$ cat config.mk
export PLATFORM = sky130hd
export DESIGN_NAME = dot_vector_feeder
export DESIGN_NICKNAME = d
export VERILOG_FILES = /design/src/rtl/dot_vector_feeder.sv
export SDC_FILE = /design/constraint.sdc
export NUM_CORES = 1
export LEC_CHECK = 0
export BUFFER_PORTS_ARGS = -buffer_cell sky130_fd_sc_hd__buf_2
export CORE_MARGIN = 3
export CORE_UTILIZATION = 35
export DETAILED_ROUTE_END_ITERATION = 7
export HOLD_SLACK_MARGIN = 0.15
export PLACE_DENSITY_LB_ADDON = 0.1
export RECOVER_POWER = 25
export SKIP_CTS_REPAIR_TIMING = 1
export SYNTH_ARGS = -nofsm -noshare
export SYNTH_HDL_FRONTEND = slang
export SYNTH_SLANG_ARGS = --single-unit
$ cat constraint.sdc
create_clock -name CLK -period 2.6 [get_ports CLK]
set_clock_uncertainty 0.05 [all_clocks]
set_input_delay 0.13 -clock CLK [delete_from_list [all_inputs] [get_ports CLK]]
set_output_delay 0.13 -clock CLK [all_outputs]
set_load 0.01 [all_outputs]
$ cat src/rtl/dot_vector_feeder.sv
// ---------------------------------------------------------------------------
// dot_vector_feeder
//
// Purpose:
//   Operand sequencer for the dot-product compute unit. The host fills two
//   local register files (vector A and vector B), then requests a run with
//   go. The feeder pulses START for one cycle and then streams element pairs
//   0..N_ELEM-1 on dataA/dataB, one per cycle. This matches the compute
//   unit's internal element counter. It then waits for DONE and latches
//   result_in for the host.
//
// Optional feature (macro FEEDER_TIMEOUT_EN):
//   When the macro is defined, the WAIT state has a watchdog. If DONE is not
//   seen within TMO_CYC cycles, the feeder returns to IDLE and raises the
//   sticky timeout_err output. When the macro is not defined, WAIT waits
//   indefinitely and the module has no timeout_err port.
//
// Ports:
//   CLK          in   system clock, all logic on posedge
//   RST          in   synchronous active-high reset
//   wr_en        in   host write strobe (honoured only in IDLE)
//   wr_sel       in   target vector: 0 = A, 1 = B
//   wr_addr      in   element index
//   wr_data      in   element value
//   go           in   start request (pulse or level)
//   busy         out  high from ARM through WAIT
//   START        out  one-cycle start pulse to the compute unit
//   dataA/dataB  out  element pair to the compute unit (0 outside FEED)
//   DONE         in   completion flag from the compute unit
//   result_in    in   dot product from the compute unit
//   result_out   out  latched dot product
//   result_valid out  sticky; cleared by the next accepted go or by RST
//   done_pulse   out  one-cycle completion strobe
//   timeout_err  out  (FEEDER_TIMEOUT_EN only) sticky watchdog flag
// ---------------------------------------------------------------------------
module dot_vector_feeder #(
    parameter int N_ELEM  = 8,
    parameter int DW      = 8,
    parameter int RW      = 16
`ifdef FEEDER_TIMEOUT_EN
    ,
    parameter int TMO_CYC = 16
`endif
) (
    input  logic          CLK,
    input  logic          RST,
    input  logic          wr_en,
    input  logic          wr_sel,
    input  logic [2:0]    wr_addr,
    input  logic [DW-1:0] wr_data,
    input  logic          go,
    output logic          busy,
    output logic          START,
    output logic [DW-1:0] dataA,
    output logic [DW-1:0] dataB,
    input  logic          DONE,
    input  logic [RW-1:0] result_in,
    output logic [RW-1:0] result_out,
    output logic          result_valid,
    output logic          done_pulse
`ifdef FEEDER_TIMEOUT_EN
    ,
    output logic          timeout_err
`endif
);

    localparam int IW = $clog2(N_ELEM);

    localparam logic [1:0] S_IDLE = 2'd0;
    localparam logic [1:0] S_ARM  = 2'd1;
    localparam logic [1:0] S_FEED = 2'd2;
    localparam logic [1:0] S_WAIT = 2'd3;

    logic [1:0]    state_q, state_d;
    logic [IW-1:0] idx_q, idx_d;
    logic [RW-1:0] resOut_q, resOut_d;
    logic          resValid_q, resValid_d;
    logic          donePulse_q, donePulse_d;

    logic [DW-1:0] memA_q [N_ELEM];
    logic [DW-1:0] memB_q [N_ELEM];

    logic          wrOk;

`ifdef FEEDER_TIMEOUT_EN
    localparam int TW = $clog2(TMO_CYC + 1);
    logic [TW-1:0] tmoCnt_q, tmoCnt_d;
    logic          tmoErr_q, tmoErr_d;
`endif

    // The host can only write while idle. A write in the same cycle as an
    // accepted go still commits, so the run sees the new element.
    assign wrOk = wr_en && (state_q == S_IDLE);

    always_ff @(posedge CLK) begin
        if (RST) begin
            for (int i = 0; i < N_ELEM; i++) begin
                memA_q[i] <= '0;
                memB_q[i] <= '0;
            end
        end else if (wrOk) begin
            if (wr_sel) begin
                memB_q[wr_addr] <= wr_data;
            end else begin
                memA_q[wr_addr] <= wr_data;
            end
        end
    end

    // DONE is only considered in WAIT. The compute unit holds DONE from the
    // previous run until it sees START, so DONE must not be trusted earlier.
    always_comb begin
        state_d     = state_q;
        idx_d       = idx_q;
        resOut_d    = resOut_q;
        resValid_d  = resValid_q;
        donePulse_d = 1'b0;
`ifdef FEEDER_TIMEOUT_EN
        tmoCnt_d    = tmoCnt_q;
        tmoErr_d    = tmoErr_q;
`endif
        case (state_q)
            S_IDLE: begin
                if (go) begin
                    state_d    = S_ARM;
                    resValid_d = 1'b0;
                    idx_d      = '0;
`ifdef FEEDER_TIMEOUT_EN
                    tmoErr_d   = 1'b0;
`endif
                end
            end
            S_ARM: begin
                state_d = S_FEED;
            end
            S_FEED: begin
                if (idx_q == IW'(N_ELEM - 1)) begin
                    state_d  = S_WAIT;
`ifdef FEEDER_TIMEOUT_EN
                    tmoCnt_d = '0;
`endif
                end else begin
                    idx_d = idx_q + 1'b1;
                end
            end
            S_WAIT: begin
                if (DONE) begin
                    state_d     = S_IDLE;
                    resOut_d    = result_in;
                    resValid_d  = 1'b1;
                    donePulse_d = 1'b1;
                end
`ifdef FEEDER_TIMEOUT_EN
                else if (tmoCnt_q == TW'(TMO_CYC - 1)) begin
                    state_d  = S_IDLE;
                    tmoErr_d = 1'b1;
                end else begin
                    tmoCnt_d = tmoCnt_q + 1'b1;
                end
`endif
            end
            default: begin
                state_d = S_IDLE;
            end
        endcase
    end

    always_ff @(posedge CLK) begin
        if (RST) begin
            state_q     <= S_IDLE;
            idx_q       <= '0;
            resOut_q    <= '0;
            resValid_q  <= 1'b0;
            donePulse_q <= 1'b0;
`ifdef FEEDER_TIMEOUT_EN
            tmoCnt_q    <= '0;
            tmoErr_q    <= 1'b0;
`endif
        end else begin
            state_q     <= state_d;
            idx_q       <= idx_d;
            resOut_q    <= resOut_d;
            resValid_q  <= resValid_d;
            donePulse_q <= donePulse_d;
`ifdef FEEDER_TIMEOUT_EN
            tmoCnt_q    <= tmoCnt_d;
            tmoErr_q    <= tmoErr_d;
`endif
        end
    end

    assign busy         = (state_q != S_IDLE);
    assign START        = (state_q == S_ARM);
    assign dataA        = (state_q == S_FEED) ? memA_q[idx_q] : '0;
    assign dataB        = (state_q == S_FEED) ? memB_q[idx_q] : '0;
    assign result_out   = resOut_q;
    assign result_valid = resValid_q;
    assign done_pulse   = donePulse_q;
`ifdef FEEDER_TIMEOUT_EN
    assign timeout_err  = tmoErr_q;
`endif

endmodule
; ---- Word level (Yosys, flattened, before mapping)
; Memory sizes are Yosys's and may differ from the RTL's. A register that Yosys moved wholly into a read port is not among the register bits.
; Cells that the tools add are included.
[word_totals]
regBits = 23
latchBits = 0
mem_bits_rw = 128
rom_bits = 0
input_bits = 33
output_inout_bits = 36
wordCells = 62
mem_count = 2
[op_classes]
n_addsub = 1
mul = 0
div_mod_pow = 0
magnitude_cmp = 0
n_eq_ne = 8
n_shift = 0
mux = 33
bitwise_logic = 1
reduce_logical = 12
[memory_table]
columns = name, depth, width, rd, rd_ports_with_merged_regs, wr, line_no
row1 = memA_q, 8, 8, 1, 1, 8, 80  ; logic [DW-1:0] memA_q [N_ELEM];
row2 = memB_q, 8, 8, 1, 1, 8, 81  ; logic [DW-1:0] memB_q [N_ELEM];
[ops]
columns = op, n
row1 = 8-bit two-way mux, 4
row2 = 3-bit two-way mux, 8
row3 = 8-bit OR reduction, 2
row4 = 1-bit two-way mux, 15
row5 = 3-bit AND reduction, 3
row6 = 2-bit != test (second input constant), 4
row7 = 2-bit one-hot mux with 4 select lines, 1
row8 = 2-bit two-way mux, 3
row9 = 3-bit one-hot mux with 2 select lines, 1
row10 = 2-bit nonzero test, 3
row11 = 2-bit == test (second input constant), 2
row12 = 3-bit by 1-bit adder with 3-bit output (second input constant), 1
row13 = 3-bit == test (second input constant), 1
row14 = 2-bit by 1-bit == test with 1-bit output (second input constant), 1
row15 = 2-bit logical NOT, 1
row16 = 1-bit one-hot mux with 2 select lines, 1
row17 = 2-bit AND reduction, 1
row18 = 2-bit OR reduction, 1
row19 = 1-bit logical AND, 1
row20 = 1-bit inverter, 1

; ---- Logic depth before layout (Yosys ltp)
; Gate-level depths: netlist (run 1).
[depth]
depth_word = 7
mapped_depth = 8
depth_no_buf = 6

; ---- Worst setup path after synthesis (run 1)
; Ideal clock, no wire load.
[synth_timing]
path_type = reg2reg
start = register state_q[0]
end = memory memA_q[0][0] (enable)
setup_time_ns = 0.375
t_arrival_ns = 1.656
required_ns = 2.175
slack_ns = 0.520
path_stages_with_launch = 8
n_path_buf = 1
period_less_slack_ns = 2.080
path_cell_list = dfxtp_1 inv_1 ha_1 inv_2 nor3b_4 nand2b_1 buf_2 o21bai_1
[synth_rtl]
columns = element, line_no
row1 = from (decl), 74  ; logic [1:0] state_q, state_d;
row2 = from (signal assigned), 180  ; state_q <= state_d;
row3 = to (decl), 80

==> flow_summary_export.csv, run 1 <==
group,metric,value,unit
worst_setup_path,worstPathArrival,2.18,ns
layout,diodes,0,
yosys,synth_top_family_by_area,"simple AND/OR/NAND/NOR gates",
yosys,yosys.area.top_type_share,55.6,%
timing,fin_crit,2.36,ns
layout,multi_input_area,2330,um^2
run,drv_cap,0,
floorplanning,io_pins,69,
drt,drc,0,
timing,setup_viol,0,
worst_setup_path,r2r_end,"memA_q[6][6]",
layout,seq_area,4370,um^2
worst_setup_path,critical_path_class,"flop to output pin",
timing,finalSetupTns,0,ns
floorplanning,die_h,147,um
yosys,yosys_most_used_dff,"edfxtp_1",
worst_setup_path,crit_chain,"buf_12 -> mux4_1 -> mux2i_1 -> nor2_1 -> buf_2",
layout,drive_gt1_share,18.3,%
drt,drt_iter0_markers,373,
yosys,synth_most_common_cell,"nor2_1",
hold_path,hold_depth,3,
yosys,synth-compound-area-share,4.09,%
drt,num_vias,4539,
worst_setup_path,crit_fanout,32,
worst_setup_path,cp.required,2.42,ns
timing,slew_headroom,43.1,%
power,fin_total_pwr,6.06,mW
yosys,synth_cell_type_count,34,
drt,ant_nets,0,
worst_setup_path,crit_path_start_kind,"flop",
timing,setup_slack,0.243,ns
power,cellLeakagePower,2.94,nW
global_routing,track_usage,17.9,%
timing,finalHoldViolations,0,
floorplanning,die_width,147,um
clock_tree,cts_num_sinks,154,
worst_setup_path,ff2ff_setup_slack,0.28,ns
yosys,seq_area_frac_synth,63.1,%
global_routing,grt_pass1_wl,27900,um
placement,hpwl,13400,um
hold_path,holdPathEnd,"memB_q[1][3]",
clock_tree,clockRootBuffer,"clkbuf_16",
worst_setup_path,r2r-start,"state_q[0]",
yosys,yosys.area_share.simple,14.4,%
worst_setup_path,path_delay_family,"multiplexers",
yosys,syn_inst,538,
placement,io_buffers,68,
worst_setup_path,endpoint_kind,"output pin",
floorplanning,std_cell_rows,50,
drt,dr.pass1.iters,5,
worst_setup_path,reg2reg_depth,8,
floorplanning,initial_utilization,36.2,%
worst_setup_path,slowest_delay,0.64,ns
power,p_per_area,729,nW/um^2
yosys,synth_edf_count,128,
yosys,yosys-top-cells-count,"nor2_1 (149), edfxtp_1 (128), nand2_1 (67), dfxtp_1 (26), mux4_1 (23)",
layout,nFillCells,1774,
global_routing,grt_antenna_before_repair,1,
yosys,synth_area_leaders,"edfxtp_1 (56%), mux4_1 (8.7%), nor2_1 (8.1%)",
hold_path,hold_path.startpoint,"wr_data[3]",
yosys,synth_fa_ha_area_share,1.09,%
floorplanning,dieArea,21500,um^2
clock_tree,path_clk_slew,0.06,ns
clock_tree,h-tree-depth,4,
yosys,synth.cell_area,6920,um^2
placement,dp_worst_setup_slack,0.347,ns
worst_setup_path,crit_buf_inv,2,
global_routing,overflow,0,
yosys,synth.largest_area_cell,"edfxtp_1",
global_routing,grt_pass1_vias,4510,
placement,gp_congestion,0.826,
yosys,avgSynthCellArea,12.9,um^2
yosys,synth_xor_xnor_area_share,0,%
clock_tree,cts_tree,"done",
layout,area_growth,20.4,%
drt,vias_per_cell,5.01,
power,peakVddDrop,0.000464,V
yosys,syn_nets,577,
drt,wire_per_inst,21.1,um
timing,tightestPinTransition,0.853,ns
timing,fmax,0.424,GHz
timing,period_share,90.7,%
timing,grt_setup_unrepaired,"false",
hold_path,hold_path.class,"input pin to flop",
clock_tree,clk_path_buf_depth,2,
yosys,ys_ff_latch,154,
layout,fin_nets,672,
timing,holdWs,0.179,ns
drt,routed_wl,19100,um
yosys,ys.warnings.count,0,
yosys,async_flop_share,0,%
worst_setup_path,critical_path.slowest_cell,"mux4_1",
layout,stdcell_count,906,
yosys,synth_mux_area_share,14.1,%
outcome,status,"complete, no violations",
floorplanning,core,19100,um^2
clock_tree,clkLatencyLatePin,0.42,ns
timing,drv_slew,0,
global_routing,grt_max_degree,40,
clock_tree,cts_buffers,17,
placement,dp_cells,856,
final cells by class:
| class | instances | area share, % |
|---|---|---|
| clock inverters | 10 | 0.902 |
| inverters | 5 | 0.225 |
| well taps | 260 | 3.91 |
| clock buffers | 22 | 6.10 |
| repair buffers | 111 | 8.43 |
| multi-input cells | 344 | 28.0 |
| flip-flops and latches | 154 | 52.5 |
worst max path at each step:
stage	from	endpoint	slack [ns]	depth (start not counted)
6_report	flop	dataA[4]	0.24	5
4_1_cts	flop	dataA[4]	0.25	5
5_1_grt	state_q[1]	memA_q[3][0]	0.12	7
2_1_floorplan	state_q[0]	memA_q[0][0]	0.52	7
3_5_place_dp	state_q[0]	memA_q[3][2]	0.35	7
3_3_place_gp	state_q[0]	memA_q[3][0]	0.43	7
where the power goes:
group	switching [mW]	leakage, nW	internal [mW]	total (mW)
Clock	1.00	0.292	1.40	2.41
Combinational	0.501	1.12	0.293	0.794
Sequential	0.0673	1.53	2.80	2.86
cell families (layout without fill, tap and decap cells):
group | Yosys count | count (layout)
multiplexers | 49 | 49
adder cells (fa/ha/maj) | 6 | 6
AO/OA/AOI/OAI | 45 | 45
AND/OR/NAND/NOR | 244 | 244
buffers and inverters | 40 | 148
flip-flops | 154 | 154
worst register-to-register path, cell delays in order, from the launching register on:
cell      delay (ns)
dfxtp_1         0.34
inv_1           0.09
ha_1            0.25
inv_1           0.11
nor3b_4         0.31
nand2b_1        0.11
clkbuf_1        0.33
o21bai_1        0.23
buf_4           0.20
state kept, by name, summed over array words and instances (netlist names), named ones only:
| signal | count |
|---|---|
| memB_q | 64 |
| result_out | 16 |
| done_pulse | 1 |
| idx_q | 3 |
| result_valid | 1 |
| memA_q | 64 |
| state_q | 2 |
cells in the final DEF (no fill, tap or decap), drive strengths merged, types with 17 or more instances in the layout:
master / n
a21oi: 21
buf: 72
clkbuf: 43
dfxtp: 26
dlygate4sd3: 18
edfxtp: 128
mux2i: 17
mux4: 32
nand2: 71
nor2: 149
stage by stage:
| stage | utilization (%) | cell area (um^2) |
|---|---|---|
| floorplan | - | 6920 |
| global placement | 39.8 | 7600 |
| detailed placement | 39.8 | 7600 |
| CTS | 42.9 | 8180 |
| global route | 43.6 | 8320 |
| finish | 43.6 | 8320 |
per-layer routing:
| metal | up-vias | track usage [%] | part of all wire, % |
|---|---|---|---|
| met5 | - | 0 | 0.068 |
| met3 | 26 | 5.25 | 7.0 |
| met4 | 2 | 5.74 | 1.8 |
| met1 | 2222 | 23.3 | 42 |
| met2 | 169 | 29.0 | 49 |
| li1 | 2120 | - | - |
(Power assumes the default switching activity.)
==> run 2: changes to the inputs <==
- CORE_ASPECT_RATIO: default -> 0.7
==> flow_summary_export.csv, run 2 (synthesis gave the netlist of run 1 again) <==
group,metric,value,unit
global_routing,overflow,0,
global_routing,grt_max_degree,40,
placement,hpwl,13600,um
drt,drt_iter0_markers,409,
floorplanning,core,19100,um^2
placement,placement.cell_area,7620,um^2
drt,ant_nets,0,
outcome,status,"complete, no violations",
floorplanning,std_cell_rows,42,
layout,fin_area,8360,um^2
global_routing,grt_antenna_before_repair,0,
run,drv_cap,0,
drt,vias_per_cell,4.96,
drt,wire_per_inst,21.0,um
layout,layout_common_cells,"nor2_1 (149), edfxtp_1 (128), nand2_1 (68)",
global_routing,grt_use_met1,27.2,%
timing,fmax,0.431,GHz
global_routing,track_usage,18.2,%
power,seq_power_share,47.1,%
clock_tree,cts_num_sinks,154,
timing,tightestPinTransition,0.843,ns
worst_setup_path,crit_fanout,19,
timing,period_share,89.2,%
floorplanning,die_h,124,um
worst_setup_path,cp.required,2.42,ns
drt,dr.pass1.iters,5,
power,clockPowerShare,40.0,%
global_routing,met3_usage,5.03,%
worst_setup_path,crit_path_start_kind,"flop",
power,cellLeakagePower,2.94,nW
power,power_switching,1.59,mW
clock_tree,h-tree-depth,4,
floorplanning,dieArea,21500,um^2
floorplanning,io_pins,69,
power,p_int,4.51,mW
worst_setup_path,endpoint_kind,"output pin",
layout,diodes,0,
layout,final_common_cell,"nor2_1",
timing,drv_slew,0,
power,p_per_area,729,nW/um^2
drt,drc,0,
power,p_sw_share,26.1,%
clock_tree,cts_tree,"done",
global_routing,top_usage_layer,"met1",
global_routing,grt_pass1_vias,4272,
clock_tree,path_clk_slew,0.07,ns
timing,fin_crit,2.32,ns
worst_setup_path,critical_path_class,"flop to output pin",
clock_tree,cts_buffers,17,
power,p_comb_share,12.9,%
placement,gp_congestion,0.836,
clock_tree,clkLatencyLatePin,0.42,ns
floorplanning,initial_utilization,36.2,%
drt,routed_wl,19200,um
drt,num_vias,4531,
layout,area_growth,20.9,%
placement,io_buffers,68,
timing,setup_viol,0,
clock_tree,clockRootBuffer,"clkbuf_16",
timing,finalSetupTns,0,ns
timing,slew_headroom,43.8,%
layout,fin_nets,676,
timing,grt_setup_unrepaired,"false",
floorplanning,die_width,174,um
global_routing,met2_usage,25.6,%
global_routing,grt_pass1_wl,27900,um
clock_tree,clk_path_buf_depth,2,
timing,finalHoldViolations,0,
worst_setup_path,worstPathArrival,2.14,ns
hold_path,hold_path.class,"input pin to flop",
power,peakVddDrop,0.000320,V
layout,drive_gt1_share,18.8,%
layout,fin_util,43.7,%
[run 2: changes by cell type in the layout (fill, tap and decap cells not counted), moves of 2 or more]
cell        before  now
inv_4            2    0
clkinvlp_4       0    5
clkbuf_16       20   17
bufinv_16        0    2
clkbuf_1        23   21
buf_4           21   25
clkinv_1         1    3
inv_6            3    1
[run 2: worst paths after layout]
| kind | from | to | slack, ns | cells past startpoint |
|---|---|---|---|---|
| min | wr_data[4] | memB_q[1][4] | 0.18 | 3 |
| max reg2reg | state_q[1] | memB_q[3][1] | 0.33 | 6 |
| max | flop | dataA[6] | 0.28 | 5 |
| min reg2reg | result_out[12] | result_out[12] | 0.41 | 2 |
[run 2: area by class of cell]
type	count	area [um^2]
tap	264	330
clock buffer	18	429
inverter	5	18.8
multi-input combinational	344	2330
clock inverter	14	148
timing repair buffer	115	738
sequential	154	4370
fill	1848	10800
[run 2: metrics by stage]
step	hold slack [ns]	cells	worst slack, ns	total power [mW]
final	0.179	914	0.280	6.10
after global routing	0.172	914	0.124	6.34
after CTS	-0.130	895	0.0448	6.14
after detailed placement	0.328	863	0.410	3.70
after global placement	0.322	863	0.487	3.69
after floorplan	0.216	538	0.520	3.39
[run 2: metal layers]
metal | wire length, um | up-vias | part of all wire (%)
met1 | 9460 | 2248 | 49
met5 | 0 | - | 0
li1 | - | 2128 | -
met4 | 276 | 0 | 1.4
met3 | 1190 | 19 | 6.2
met2 | 8300 | 136 | 43
[run 2: worst max-delay path, cell delays in order, from the launching register on]
cell and delay, ns:
dfxtp_4 0.58, buf_12 0.18, mux4_1 0.53, mux2i_1 0.20, nor2_1 0.06, buf_2 0.14
[run 2: power by group through the flow]
stage | registers (mW) | logic (mW) | clock network, mW
3_5_place_dp | 2.92 | 0.781 | 0
5_1_grt | 2.88 | 0.869 | 2.59
6_report | 2.87 | 0.789 | 2.44
4_1_cts | 2.87 | 0.784 | 2.49
2_1_floorplan | 2.88 | 0.503 | 0
3_3_place_gp | 2.92 | 0.773 | 0
==> run 3: changes to the inputs <==
==> constraint.sdc (replaced) <==
create_clock -name CLK -period 2.6 [get_ports CLK]
set_clock_uncertainty 0.05 [all_clocks]
set_input_delay 0.52 -clock CLK [delete_from_list [all_inputs] [get_ports CLK]]
set_output_delay 0.52 -clock CLK [all_outputs]
set_load 0.01 [all_outputs]
==> flow_summary_export.csv, run 3 (synthesis gave the netlist of run 1 again) <==
group,metric,value,unit
outcome,status,"finished, violations left",
outcome,violations,"setup timing",
drt,num_vias,4605,
worst_setup_path,critical_path.slowest_cell,"mux4_2",
floorplanning,dieArea,21500,um^2
clock_tree,clkLatencyLatePin,0.42,ns
placement,gp_congestion,0.812,
worst_setup_path,crit_cells,6,
worst_setup_path,slowest_delay,0.52,ns
floorplanning,std_cell_rows,42,
placement,hpwl,13800,um
clock_tree,cts_tree,"done",
timing,drv_slew,0,
layout,nFillCells,1841,
worst_setup_path,critical_path_class,"flop to output pin",
floorplanning,die_width,174,um
timing,fmax,0.385,GHz
clock_tree,cts_num_sinks,154,
floorplanning,io_pins,69,
drt,dr.pass1.iters,5,
layout,area_growth,20.0,%
worst_setup_path,reg2reg_depth,6,
clock_tree,h-tree-depth,4,
floorplanning,core,19100,um^2
layout,drive_gt1_share,24.1,%
timing,tightestPinTransition,1.08,ns
drt,drc,0,
global_routing,grt_max_degree,40,
drt,vias_per_cell,5.07,
global_routing,grt_pass1_vias,4451,
placement,io_buffers,68,
global_routing,track_usage,18.8,%
hold_path,hold_path.class,"input pin to flop",
global_routing,grt_pass1_wl,28800,um
timing,period_share,100,%
global_routing,overflow,0,
worst_setup_path,path_delay_family,"multiplexers",
worst_setup_path,crit_path_start_kind,"flop",
timing,slew_headroom,27.8,%
timing,grt_setup_unrepaired,"true",
worst_setup_path,endpoint_kind,"output pin",
power,cellLeakagePower,2.90,nW
floorplanning,initial_utilization,36.2,%
power,peakVddDrop,0.000440,V
worst_setup_path,worstPathArrival,2.03,ns
timing,setup_slack,-0.000637,ns
clock_tree,clockRootBuffer,"clkbuf_16",
worst_setup_path,cp.required,2.03,ns
power,fin_total_pwr,6.19,mW
global_routing,grt_antenna_before_repair,0,
layout,final_common_cell,"nor2_1",
clock_tree,clk_path_buf_depth,2,
floorplanning,die_h,124,um
drt,wire_per_inst,22.3,um
run,drv_cap,0,
worst_setup_path,crit_chain,"buf_12 -> buf_6 -> mux4_2 -> mux2i_1 -> nor2_1 -> buf_2",
layout,layout_common_cells,"nor2_1 (149), edfxtp_1 (128), nand2_1 (71)",
hold_path,hold_depth,3,
drt,drt_iter0_markers,458,
timing,fin_crit,2.60,ns
worst_setup_path,crit_fanout,6,
drt,routed_wl,20300,um
timing,finalHoldViolations,0,
layout,fin_nets,670,
drt,ant_nets,0,
placement,placement.cell_area,7660,um^2
power,p_per_area,746,nW/um^2
worst_setup_path,crit_buf_inv,3,
clock_tree,path_clk_slew,0.06,ns
timing,finalSetupTns,-0.000637,ns
timing,setup_viol,1,
layout,diodes,0,
clock_tree,cts_buffers,17,
layout,fin_area,8300,um^2
-- run 3: final timing paths --
path	from	end	slack (ns)
worst max-delay path	flop	dataA[5]	-0.0006
worst min-delay path	result_in[3]	result_out[3]	0.28
worst max register to register	state_q[1]	memB_q[0][1]	0.19
worst min register to register	result_out[3]	result_out[3]	0.40
-- run 3: final cells by class --
cell class | instances | area (um^2) | area share (%)
sequential | 154 | 4370 | 52.7
multi-input combinational | 344 | 2270 | 27.3
timing repair buffer | 109 | 704 | 8.49
clock buffer | 25 | 561 | 6.76
tap | 264 | 330 | 3.98
clock inverter | 7 | 45.0 | 0.543
inverter | 5 | 18.8 | 0.226
-- run 3: worst register-to-register path, delay by kind of cell (launching register included) --
kind / cells / cell delay [ns]
DFF: 1 / 0.40
buffers and inverters: 2 / 0.89
and+or+nand+nor: 3 / 0.50
adders and majority gates: 1 / 0.28
-- run 3: per-layer routing --
layer	vias to the layer above	GRT usage, %	wire [um]
met4	0	5.37	229
met2	163	27.6	8970
met5	-	0	0
met3	16	4.30	1430
met1	2326	28.0	9650
li1	2100	-	-
-- run 3: through the flow --
step	setup slack, ns	hold WS [ns]	util [%]	instances
2_1_floorplan	0.520	0.431	-	538
3_3_place_gp	0.265	0.389	40.1	868
3_5_place_dp	0.244	0.394	40.1	868
4_1_cts	-0.211	0.268	43.2	900
5_1_grt	-0.0900	0.266	43.4	908
6_report	-0.000637	0.284	43.4	908
-- run 3: report_power, final --
group,total (mW),internal [mW],switching (mW)
Combinational,0.836,0.301,0.535
Sequential,2.85,2.79,0.0583
Clock,2.50,1.50,0.993
